`src/rtl/abs_diff_ctrl_ci_pkg.sv`:
```
// abs_diff_ctrl_ci_pkg: shared opcodes, FSM encodings and counter helpers for the optic_flow CIs
package abs_diff_ctrl_ci_pkg;
  localparam logic [1:0] OP_COMPUTE      = 2'd0;
  localparam logic [1:0] OP_SET_THR      = 2'd1;
  localparam logic [1:0] OP_GET_THR      = 2'd2;
  localparam logic [1:0] OP_READ_CLR_CNT = 2'd3;
  localparam logic [1:0] ST_IDLE    = 2'd0;
  localparam logic [1:0] ST_PAIR_HI = 2'd1;
  localparam logic [1:0] ST_PAIR_LO = 2'd2;
  localparam logic [1:0] ST_DONE    = 2'd3;
  localparam logic [7:0] THR_RST = 8'd15;
  localparam int CNT_W = 16;
  function automatic logic [CNT_W-1:0] sat_add(input logic [CNT_W-1:0] c, input logic [1:0] n);
    logic [CNT_W:0] s;
    s = {1'b0, c} + {{(CNT_W-1){1'b0}}, n};
    return s[CNT_W] ? {CNT_W{1'b1}} : s[CNT_W-1:0];
  endfunction
endpackage

```
`src/rtl/abs_diff_ctrl_ci_unit.sv`:
```
// abs_diff_unit: combinational |a-b| with strict greater-than threshold flag
//   a, b : 8-bit unsigned operands
//   thr  : 8-bit unsigned threshold
//   diff : |a-b|, never wraps
//   flag : diff > thr
module abs_diff_unit (
  input  logic [7:0] a,
  input  logic [7:0] b,
  input  logic [7:0] thr,
  output logic [7:0] diff,
  output logic       flag
);
  always_comb begin
    diff = (a > b) ? a - b : b - a;
    flag = diff > thr;
  end
endmodule

```
`src/rtl/abs_diff_ctrl_ci.sv`:
```
// abs_diff_ctrl_ci: custom instruction flagging pixel pairs whose absolute difference exceeds a threshold
//   clock, nReset : rising-edge clock, async active-low reset
//   start, ciN    : request strobe and CI number (acts only on customInstructionId)
//   valueA        : pixel word {p3,p2,p1,p0} or config data in [7:0]
//   valueB        : opcode in [1:0]
//   done, result  : one-cycle completion pulse and its result (zero otherwise)
import abs_diff_ctrl_ci_pkg::*;
module abs_diff_ctrl_ci #(
  parameter logic [7:0] customInstructionId = 8'd30
) (
  input  logic        clock,
  input  logic        nReset,
  input  logic        start,
  input  logic [7:0]  ciN,
  input  logic [31:0] valueA,
  input  logic [31:0] valueB,
  output logic        done,
  output logic [31:0] result
);
  logic [1:0] state;
  logic [31:0] pix;
  logic [7:0] thr;
  logic [CNT_W-1:0] flag_count;
  logic flag_hi;
  logic [31:0] res;
  logic [1:0] op;
  logic accept;
  logic [7:0] diff;
  logic flag;
  logic unused_b;
  assign op = valueB[1:0];
  assign unused_b = ^valueB[31:2];
  assign accept = state == ST_IDLE && start && ciN == customInstructionId;
  assign done = state == ST_DONE;
  assign result = done ? res : 32'd0;
  // one unit shared over time: high pair in PAIR_HI, low pair in PAIR_LO
  abs_diff_unit u_abs (
    .a    (state == ST_PAIR_HI ? pix[31:24] : pix[15:8]),
    .b    (state == ST_PAIR_HI ? pix[23:16] : pix[7:0]),
    .thr  (thr),
    .diff (diff),
    .flag (flag)
  );
  always_ff @(posedge clock or negedge nReset) begin
    if (!nReset) begin
      state      <= ST_IDLE;
      pix        <= '0;
      thr        <= THR_RST;
      flag_count <= '0;
      flag_hi    <= 1'b0;
      res        <= '0;
    end else begin
      case (state)
        ST_IDLE: if (accept) begin
          state <= (op == OP_COMPUTE) ? ST_PAIR_HI : ST_DONE;
          if (op == OP_COMPUTE) pix <= valueA;
          if (op == OP_SET_THR) thr <= valueA[7:0];
          if (op == OP_READ_CLR_CNT) flag_count <= '0;
          res <= (op == OP_GET_THR) ? {24'd0, thr} :
                 (op == OP_READ_CLR_CNT) ? {16'd0, flag_count} : 32'd0;
        end
        ST_PAIR_HI: begin
          state   <= ST_PAIR_LO;
          flag_hi <= flag;
        end
        // counter updates only on completion so an aborted request leaves no trace
        ST_PAIR_LO: begin
          state      <= ST_DONE;
          res        <= {30'd0, flag_hi, flag};
          flag_count <= sat_add(flag_count, {1'b0, flag_hi} + {1'b0, flag});
        end
        default: state <= ST_IDLE;
      endcase
    end
  end
  logic [7:0] unused_diff;
  assign unused_diff = diff;
endmodule

```
`config.mk`:
```
export PLATFORM = sky130hd
export DESIGN_NAME = abs_diff_ctrl_ci
export DESIGN_NICKNAME = d
export VERILOG_FILES = /design/src/rtl/abs_diff_ctrl_ci_pkg.sv /design/src/rtl/abs_diff_ctrl_ci_unit.sv /design/src/rtl/abs_diff_ctrl_ci.sv
export SDC_FILE = /design/constraint.sdc
export NUM_CORES = 1
export LEC_CHECK = 0
export BUFFER_PORTS_ARGS = -buffer_cell sky130_fd_sc_hd__clkbuf_2
export CAP_MARGIN = 20
export CORE_MARGIN = 2
export CORE_UTILIZATION = 44
export CTS_BUF_LIST = sky130_fd_sc_hd__clkbuf_4
export DETAILED_ROUTE_END_ITERATION = 7
export HOLD_SLACK_MARGIN = 0.06
export PLACE_DENSITY = 0.67
export RECOVER_POWER = 25
export SYNTH_ARGS = -nofsm -noshare
export SYNTH_HDL_FRONTEND = slang
export SYNTH_SLANG_ARGS = --single-unit
```
`constraint.sdc`:
```
create_clock -name clock -period 11.1 [get_ports clock]
set_input_delay 2.22 -clock clock [delete_from_list [all_inputs] [get_ports clock]]
set_output_delay 2.22 -clock clock [all_outputs]
set_load 0.02 [all_outputs]
```
==> run metrics <==
CTS Buffer Depth 2; Starting Density a little under half; I/O pin count around 110; global-route wire length before repair 16740 um; vias post-DR around 3.5k; FFs w/ async S/R, synth 100.0%; CP Class register to register; Worst-path clk slew between 0.1 and 0.15 ns; Slew headroom -168.3%; RSZ-0062 raised after global routing no; vias in the first global route 3449; CTS buffer count 9; R2R Setup Slk roughly 4.4 ns; die width 107.9 um; CP endpoint kind register; Setup crit start kind register; DRT Pass-1 Iters 4; # placed instances about 630; CP max FO 17; largest net degree at the start of global routing between 70 and 80; setup slack after layout 4.409 ns; simple-gate area share of the yosys netlist 13.49%; min Tclk post-route approximately 6.7 ns; # fillers 981; pre-CTS WS between 4 and 5 ns; Area growth syn-to-layout 9.326%; multiplexer share of the synthesized area between 10% and 20%; ant diodes 0; RePlAce Congestion roughly 0.84; status finished, violations left; Final Hold Viols 0; H-tree depth 3; Pint about 0.46 mW; Area contributors post-synth dfrtp_1 37%, mux2_4 9.5%, ha_1 7.6%, mux2i_1 3.4%, mux2_2 3.3%; failing checks capacitance limit, slew limit; count of warnings emitted by yosys 0; Worst Hold Class register to register; max-cap violation count 1; top-area cell type share of the netlist area approximately 37%; hpwl dp slightly above 7000 um; Netlist cell types 56; layout cells sized above 1 between 20% and 30%; Synth Area in XOR/XNOR under 10%; Clock Sinks 75; Hold-fix buffers, CTS 0; post-CTS setup buffers 0; PD cells roughly 130 nW/um2; worst hold stages 1; Synth Flop Type dfrtp_1; total track usage a little under a fifth; Synth Area in Compound Gates ~12%; routed wire length per instance between 15 and 20 um; Crit path required time around 11 ns; Worst Reg2Reg Path Length in Cells 22; Port Buf Inserts 61; initial antenna violation count 0; Setup TNS Final 0 ns; main combinational cell family by area after synthesis multiplexers; Sw Ratio 33.49%; Root Buffer clkbuf_4; Final period util about three fifths; clock share of power approximately 28%; total die area 11640 um2; Rows 37; mapped cell area approximately 4700 um2; post-cts sizing count 0; Clock Latency Late Sink approximately 0.44 ns; P_leak 2.698 nW; Via density around 5.4; maximum clock rate between 0.1 and 0.15 GHz; area leader, netlist dfrtp_1; Synth Area per Inst 10.46 um2; EDFF count, synth 0; final setup violation count 0; Switch Pwr approximately 0.23 mW; Final Non-Filler Cells ~650; Post-Synth Adder-Cell Area 8.904%; Total Nets Final roughly 610; Worst-Margin Slew around 4.0 ns; Seq pwr share a little under half; DR DRC count 0; antenna-violating nets left 0; Final Slew Violations 76; GRT Residual Overflow 0; Worst Path Arrival 7.02 ns; Die H roughly 110 um; Iteration-0 DRC Markers 196; sequential share of the synthesized area roughly 40%; Comb pwr share 26.4%; Post-Synthesis Cells roughly 450; core area between 10000 and 15000 um2; Worst Skew approximately 0.022 ns; Yosys reg bits 75; peak supply drop 0.06612 mV; CTS tree yes; total wire length slightly below 10000 um
==> synthesized netlist by cell type, types with 9 or more instances <==
cell,count
nor3_1,9
o21ai_0,15
and2_1,17
buf_4,16
mux2_4,30
inv_1,31
buf_2,9
nand2_1,38
clkbuf_1,10
nor2_1,14
a31oi_1,12
mux2_2,14
mux2i_1,16
dfrtp_1,71
a21oi_1,22
ha_1,29
==> layout make-up <==
class                           instances  area (um2)  share of cell area [%]
Multi-Input combinational cell        323        2536                   48.84
Sequential cell                        75        1882                   36.24
Timing Repair Buffer                   64       327.8                   6.313
Tap cell                              136       170.2                   3.277
Inverter                               31       116.4                   2.241
Clock inverter                          7       92.59                   1.783
Clock buffer                            9       67.56                   1.301
==> cell usage in the layout, fill, tap and decap left out, drive strengths merged, types with 8 or more instances in the layout <==
master / Yosys / layout
a21oi: 22 / 22
a22o: 8 / 8
a31oi: 12 / 12
and2: 18 / 18
clkbuf: 10 / 70
conb: 1 / 16
dfrtp: 71 / 71
ha: 29 / 29
inv: 31 / 31
mux2: 44 / 44
mux2i: 16 / 16
nand2: 38 / 38
nand3: 8 / 8
nor2: 14 / 14
nor3: 9 / 9
o21ai: 15 / 15
==> power groups by stage <==
stage	logic, mW	clock network (mW)	registers (mW)
CTS	0.180	0.197	0.311
floorplan	0.139	0	0.311
finish	0.181	0.193	0.311
global route	0.205	0.209	0.315
global placement	0.174	0	0.315
detailed placement	0.178	0	0.316
==> worst max-delay path, cell delays in order, from the launching register on <==
cell      delay (ns)
dfrtp_1         0.44
inv_1           0.11
ha_1            0.76
mux2_2          0.44
ha_1            0.22
fa_1            0.39
nand3b_1        0.20
a21oi_1         0.14
o22a_1          0.40
mux2i_1         0.28
xor2_1          0.10
ha_1            0.33
nand2_1         0.06
o21ai_0         0.23
o21bai_1        0.20
fa_1            0.41
inv_1           0.08
ha_1            0.20
nand3_1         0.18
nor2_1          0.55
and4_1          0.48
nor4_1          0.08
nor4_1          0.30
==> worst paths after layout <==
kind,from,end
max in group asynchronous,nReset,flag_count[4]
min in group asynchronous,nReset,pix[10]
hold / removal,res[11],res[11]
setup reg to reg,state[1],flag_count[5]
setup / recovery,state[1],flag_count[5]
hold reg to reg,res[11],res[11]
==> cell families (layout without fill, tap and decap cells) <==
| family | Yosys count | count (layout) |
|---|---|---|
| buffers and inverters | 71 | 111 |
| AOI/OAI and AO/OA | 91 | 91 |
| xor gates and xnor gates | 6 | 6 |
| and+or+nand+nor | 118 | 118 |
| other | 1 | 16 |
| DFF | 75 | 75 |
| adders and majority gates | 32 | 32 |
| muxes | 60 | 60 |
==> sequential cells by signal (all words and copies together), names as in the netlist <==
register,flops
res,16
thr,8
pix,32
state,2
flag_count,16
flag_hi,1
==> stage by stage <==
step	hold slack (ns)	util, %	power (mW)	instance area [um2]
after floorplan	0.4620	-	0.4505	4806
after global placement	0.4785	48.24	0.4882	5025
after detailed placement	0.4800	48.24	0.4938	5025
after CTS	0.5123	49.78	0.6883	5185
after global routing	0.5330	49.85	0.7289	5192
final	0.5116	49.85	0.6852	5192
==> layer usage <==
layer / track usage [%] / part of all wire [%] / vias to the layer above
met1: 25.36 / 48 / 1727
met2: 28.57 / 47 / 92
met5: 0 / 0 / -
met3: 3.935 / 4.6 / 14
met4: 5.128 / 1.2 / 0
li1: - / - / 1670
Power figures use the tool's default switching activity.
